[config.mk]
export PLATFORM = sky130hd
export DESIGN_NAME = mux_rr_arbiter
export DESIGN_NICKNAME = d
export VERILOG_FILES = /design/src/rtl/mux_rr_arbiter_pkg.sv /design/src/rtl/mux_rr_arbiter_rr_pick.sv /design/src/rtl/mux_rr_arbiter.sv
export SDC_FILE = /design/constraint.sdc
export NUM_CORES = 1
export LEC_CHECK = 0
export BUFFER_PORTS_ARGS = -buffer_cell sky130_fd_sc_hd__buf_2
export CORE_MARGIN = 5
export CORE_UTILIZATION = 48
export CTS_CLUSTER_DIAMETER = 60
export CTS_CLUSTER_SIZE = 40
export DETAILED_ROUTE_END_ITERATION = 10
export GPL_ROUTABILITY_DRIVEN = 0
export PLACE_DENSITY = 0.8
export SYNTH_ARGS = -nofsm -noshare
export SYNTH_HDL_FRONTEND = slang
export SYNTH_SLANG_ARGS = --single-unit
[constraint.sdc]
create_clock -name clk -period 3.2 [get_ports clk]
set_input_delay 0.32 -clock clk [delete_from_list [all_inputs] [get_ports clk]]
set_output_delay 0.32 -clock clk [all_outputs]
set_load 0.005 [all_outputs]
[src/rtl/mux_rr_arbiter_pkg.sv]
// Shared definitions for the round-robin mux arbiter: FSM encoding and
// width helpers used to size the select and hold-counter registers.
package mux_arb_defs;

  typedef enum logic {
    IDLE  = 1'b0,
    GRANT = 1'b1
  } state_e;

  // Select width for n requesters; never narrower than one bit.
  function automatic int sel_width(input int n);
    return (n > 1) ? $clog2(n) : 1;
  endfunction

  // Hold counter width; one spare bit so MAX_HOLD-1 always fits.
  function automatic int hold_width(input int max_hold);
    return $clog2(max_hold) + 1;
  endfunction

endpackage

[src/rtl/mux_rr_arbiter_rr_pick.sv]
// Combinational round-robin picker: rotates the request vector so that
// the pointer position lands at bit 0, then priority-encodes the lowest
// set bit and rotates the result back into an absolute requester index.
module rr_pick #(
  parameter int N  = 4,
  parameter int SW = 2
) (
  input  logic [N-1:0]  req,
  input  logic [SW-1:0] ptr,
  output logic [SW-1:0] winner,
  output logic          any
);

  logic [N-1:0]  rot;
  logic [SW-1:0] offset;

  // Doubling the vector lets a plain right shift act as a rotate.
  assign rot = N'({req, req} >> ptr);

  // Lowest set bit of the rotated vector is the first requester at or after ptr.
  always_comb begin
    offset = '0;
    for (int i = N - 1; i >= 0; i--) begin
      if (rot[i]) offset = SW'(i);
    end
  end

  // N is a power of two, so the SW-bit add wraps modulo N for free.
  assign winner = ptr + offset;
  assign any    = |req;

endmodule

[src/rtl/mux_rr_arbiter.sv]
// Round-robin arbiter in front of a shared N-input mux. Grants one
// requester at a time for up to MAX_HOLD cycles, drives the mux select
// and registers the selected data beat with a valid flag.
module mux_rr_arbiter
  import mux_arb_defs::*;
#(
  parameter int N        = 4,
  parameter int WIDTH    = 8,
  parameter int MAX_HOLD = 4,
  // Derived from N; leave at its default.
  parameter int SW       = sel_width(N)
) (
  input  logic                 clk,
  input  logic                 reset,
  input  logic [N-1:0]         req,
  input  logic [N*WIDTH-1:0]   din,
  output logic [N-1:0]         gnt,
  output logic [SW-1:0]        sel,
  output logic [WIDTH-1:0]     dout,
  output logic                 dout_valid
);

  localparam int            HW        = hold_width(MAX_HOLD);
  localparam logic [HW-1:0] HOLD_LAST = HW'(MAX_HOLD - 1);

  state_e            state_q, state_d;
  logic [SW-1:0]     ptr_q, ptr_d;
  logic [HW-1:0]     hold_cnt_q, hold_cnt_d;
  logic [N-1:0]      gnt_q, gnt_d;
  logic [SW-1:0]     sel_q, sel_d;
  logic [WIDTH-1:0]  dout_q, dout_d;
  logic              dout_valid_q, dout_valid_d;

  logic [SW-1:0]     winner;
  logic              any_req;
  logic              release_now;
  logic              xfer;

  rr_pick #(
    .N  (N),
    .SW (SW)
  ) u_pick (
    .req    (req),
    .ptr    (ptr_q),
    .winner (winner),
    .any    (any_req)
  );

  // All state, including the output beat, resets immediately on reset.
  always_ff @(posedge clk or posedge reset) begin
    if (reset) begin
      state_q      <= IDLE;
      ptr_q        <= '0;
      hold_cnt_q   <= '0;
      gnt_q        <= '0;
      sel_q        <= '0;
      dout_q       <= '0;
      dout_valid_q <= 1'b0;
    end else begin
      state_q      <= state_d;
      ptr_q        <= ptr_d;
      hold_cnt_q   <= hold_cnt_d;
      gnt_q        <= gnt_d;
      sel_q        <= sel_d;
      dout_q       <= dout_d;
      dout_valid_q <= dout_valid_d;
    end
  end

  // Next state: arbitrate from IDLE, or on release while granted; since ptr sits
  // one past the owner, the owner only wins again when it is the sole requester.
  always_comb begin
    state_d     = state_q;
    ptr_d       = ptr_q;
    hold_cnt_d  = hold_cnt_q;
    gnt_d       = gnt_q;
    sel_d       = sel_q;
    release_now = !req[sel_q] || (hold_cnt_q == HOLD_LAST);
    unique case (state_q)
      IDLE: begin
        if (any_req) begin
          state_d        = GRANT;
          ptr_d          = winner + 1'b1;
          hold_cnt_d     = '0;
          gnt_d          = '0;
          gnt_d[winner]  = 1'b1;
          sel_d          = winner;
        end
      end
      GRANT: begin
        if (release_now) begin
          if (any_req) begin
            ptr_d          = winner + 1'b1;
            hold_cnt_d     = '0;
            gnt_d          = '0;
            gnt_d[winner]  = 1'b1;
            sel_d          = winner;
          end else begin
            state_d = IDLE;
            gnt_d   = '0;
          end
        end else begin
          hold_cnt_d = hold_cnt_q + 1'b1;
        end
      end
      default: begin
        state_d = IDLE;
        gnt_d   = '0;
      end
    endcase
  end

  // Output beat: capture the selected lane whenever the owner is still requesting.
  always_comb begin
    xfer         = gnt_q[sel_q] && req[sel_q];
    dout_d       = dout_q;
    dout_valid_d = 1'b0;
    if (xfer) begin
      dout_d       = din[sel_q*WIDTH +: WIDTH];
      dout_valid_d = 1'b1;
    end
  end

  assign gnt        = gnt_q;
  assign sel        = sel_q;
  assign dout       = dout_q;
  assign dout_valid = dout_valid_q;

endmodule

==> metrics.txt <==
Post-CTS Setup Inserts 0; dpl hpwl 2.57 mm; CTS tree yes; Post-CTS Resized 0; Post-Synthesis Net Count 164; Worst path slowest cell or4_1; Starting DRT DRC Count 29; WL per Instance 15.7 um; total track usage 16.5%; top-area cell type share of the netlist area 38.6%; Layout area overhead 20.9%; Internal 0.000867 W; Static Leak 0.764 nW; CTS sink cnt 21; Syn Inst Count 121; GRT Residual Overflow 0; Worst VDD drop 0.593 mV; Hold Fails Final Rpt 0; number of I/O port buffers 52; clk_skew 7.99 ps; synth warn 0; Via Count 1157; Initial Util 49.7%; commonest non-fill, non-tap cell in the layout buf_2; Slew headroom 46.9%; pre-CTS setup slack 844 ps; status complete, no violations; antenna viol nets, final 0; global-route wire length before repair 5.35 mm; Placeable Area 2730 um^2; clock tree buffer depth 2; worst setup path class flop to flop; Die Ht 63.2 um; synthesized area per cell 11.2 um^2; largest net degree at the start of global routing 22; worst setup margin 786 ps; Arr. time, crit path 2620 ps; area of the multi-input gates 773 um^2; final core utilization 60.1%; Tmin final 2410 ps; row count 19; CP Capture Type flop; layout cells sized above 1 47.6%; iteration count of the initial detailed-routing pass 4; worst skew pair latency 310 ps; switch share 41.2%; largest cells by area after synthesis dfrtp_1 (39%), mux4_2 (15%), mux2_2 (6.6%); Hold Worst Slack 138 ps; NetSw 0.000608 W; Worst Path Max Fanout 12; Setup TNS 0 ps; Hold-fix buffers, CTS 0; most frequent cells in the layout buf_2 (52), dfrtp_1 (21), nand2_1 (14); Setup crit start kind flop; register area 526 um^2; sequential share of the synthesized area 38.6%; RSZ-0062 raised after global routing no; Top-Level Pins 53; Slew Viols, Final 0; Yosys reg bits 21; Final Net Count 214; Reg clk slew, reported paths 130 ps; max-cap viol count 0; Remaining DRCs 0; CTS buffer count 3; Hold Path Class input port to async pin; Achievable Freq 0.414 GHz; power density over the cells 897 nW/um^2; Final period util 75.4%; ANT cells 0; critical path required time 3410 ps; WL final 3.16 mm; Vias/cell 5.76; antenna violations before repair 0; H-tree levels 1; Cell Area, Synth 1360 um^2; clock share of power 9.2%; Flop pwr share 36.3%; die area 4000 um^2; most used cell, CP ha_1; Fill cells 229; Root Buffer clkbuf_4; Crit path largest cell delay 570 ps; worst slew pin tran 796 ps; Final Setup Violations 0; Comb pwr share 54.5%; Unique masters post-synth 38; Die Span X 63.2 um; vias in the first global route 1148; Synth area leader dfrtp_1; crit path cell chain or4_1, o2111ai_1, ha_1, xnor2_1, nor3_1, nor2_1, ha_1, a22o_1
[flip-flops by register name, summed over array words and instances (netlist names)]
name / count
dout: 8
dout_valid: 1
state_q: 1
sel: 2
ptr_q: 2
gnt: 4
hold_cnt_q: 3
[routing by layer]
layer	vias up	global-route usage [%]	wire [um]
li1	552	-	-
met1	573	20.9	1300
met2	26	28.5	1670
met3	6	3.37	137
met4	0	4.42	55
met5	-	0	0
[power groups by stage]
| stage | Clock, W | Sequential [W] | Combinational, W |
|---|---|---|---|
| 4_1_cts | 0.000137 | 0.000535 | 0.000817 |
| 5_1_grt | 0.000150 | 0.000558 | 0.000897 |
| 3_3_place_gp | 0 | 0.000533 | 0.000787 |
| 2_1_floorplan | 0 | 0.000461 | 0.000667 |
| 3_5_place_dp | 0 | 0.000541 | 0.000816 |
| 6_report | 0.000135 | 0.000535 | 0.000804 |
[path summary, 6_finish.rpt]
path | to | cells after the start | slack (ps) | startpoint
min reg2reg | dout[3]$_DFFE_PP0P_ | 1 | 510 | dout[3]$_DFFE_PP0P_
min in group clk | state_q$_DFF_PP0_ | 3 | 410 | req[3]
max | gnt[1]$_DFFE_PP0P_ | 8 | 790 | ptr_q[0]$_DFFE_PP0P_
min | hold_cnt_q[2]$_DFF_PP0_ | 2 | 140 | reset
max in group asynchronous | dout[6]$_DFFE_PP0P_ | 2 | 2570 | reset
max reg2reg | gnt[1]$_DFFE_PP0P_ | 8 | 790 | ptr_q[0]$_DFFE_PP0P_
[cell families after synthesis]
group / count (synthesis) / synth area share (%)
compound gates: 26 / 15.8
simple gates: 38 / 13.6
flops: 21 / 38.6
xor+xnor: 2 / 1.29
mux: 17 / 21.5
fa+ha+maj: 5 / 4.60
buf+inv: 12 / 4.51
[stage by stage]
| stage | total power, W | std cells | instance area [um^2] |
|---|---|---|---|
| global placement | 0.00132 | 197 | 1620 |
| detailed placement | 0.00136 | 197 | 1620 |
| global route | 0.00161 | 201 | 1640 |
| CTS | 0.00149 | 201 | 1640 |
| floorplan | 0.00113 | 121 | 1360 |
| finish | 0.00147 | 201 | 1640 |
[worst max-delay path: cells and delay by family (launching register included)]
| family | cells | cell delay [ps] |
|---|---|---|
| adder cells (fa/ha/maj) | 2 | 440 |
| XOR/XNOR | 1 | 120 |
| AND/OR/NAND/NOR | 3 | 930 |
| AO/OA/AOI/OAI | 2 | 300 |
| flip-flops | 1 | 520 |
[synth_stat cells (all sizes together)]
library cell / n
nor2: 9
xnor2: 1
nor3b: 1
o211ai: 3
o21ai: 4
nand4: 1
and3b: 1
xor2: 1
a22o: 2
buf: 5
or3: 1
nor2b: 2
o2111ai: 2
dfrtp: 21
o21a: 1
a21oi: 6
or2: 1
nor4: 1
o31ai: 3
o22ai: 1
nor3: 2
clkbuf: 2
mux2: 8
ha: 5
o31a: 1
a32o: 2
nand3: 3
nand2: 15
a32oi: 1
mux4: 9
or4: 1
inv: 5
[area by class of cell]
| cell class | count | area share, % |
|---|---|---|
| clock buffer | 3 | 1.37 |
| clock inverter | 1 | 0.304 |
| inverter | 5 | 1.14 |
| multi-input combinational | 88 | 47.0 |
| sequential | 21 | 32.0 |
| tap | 31 | 2.36 |
| timing repair buffer | 52 | 15.8 |
No activity file was read; power rests on OpenSTA's default activity.
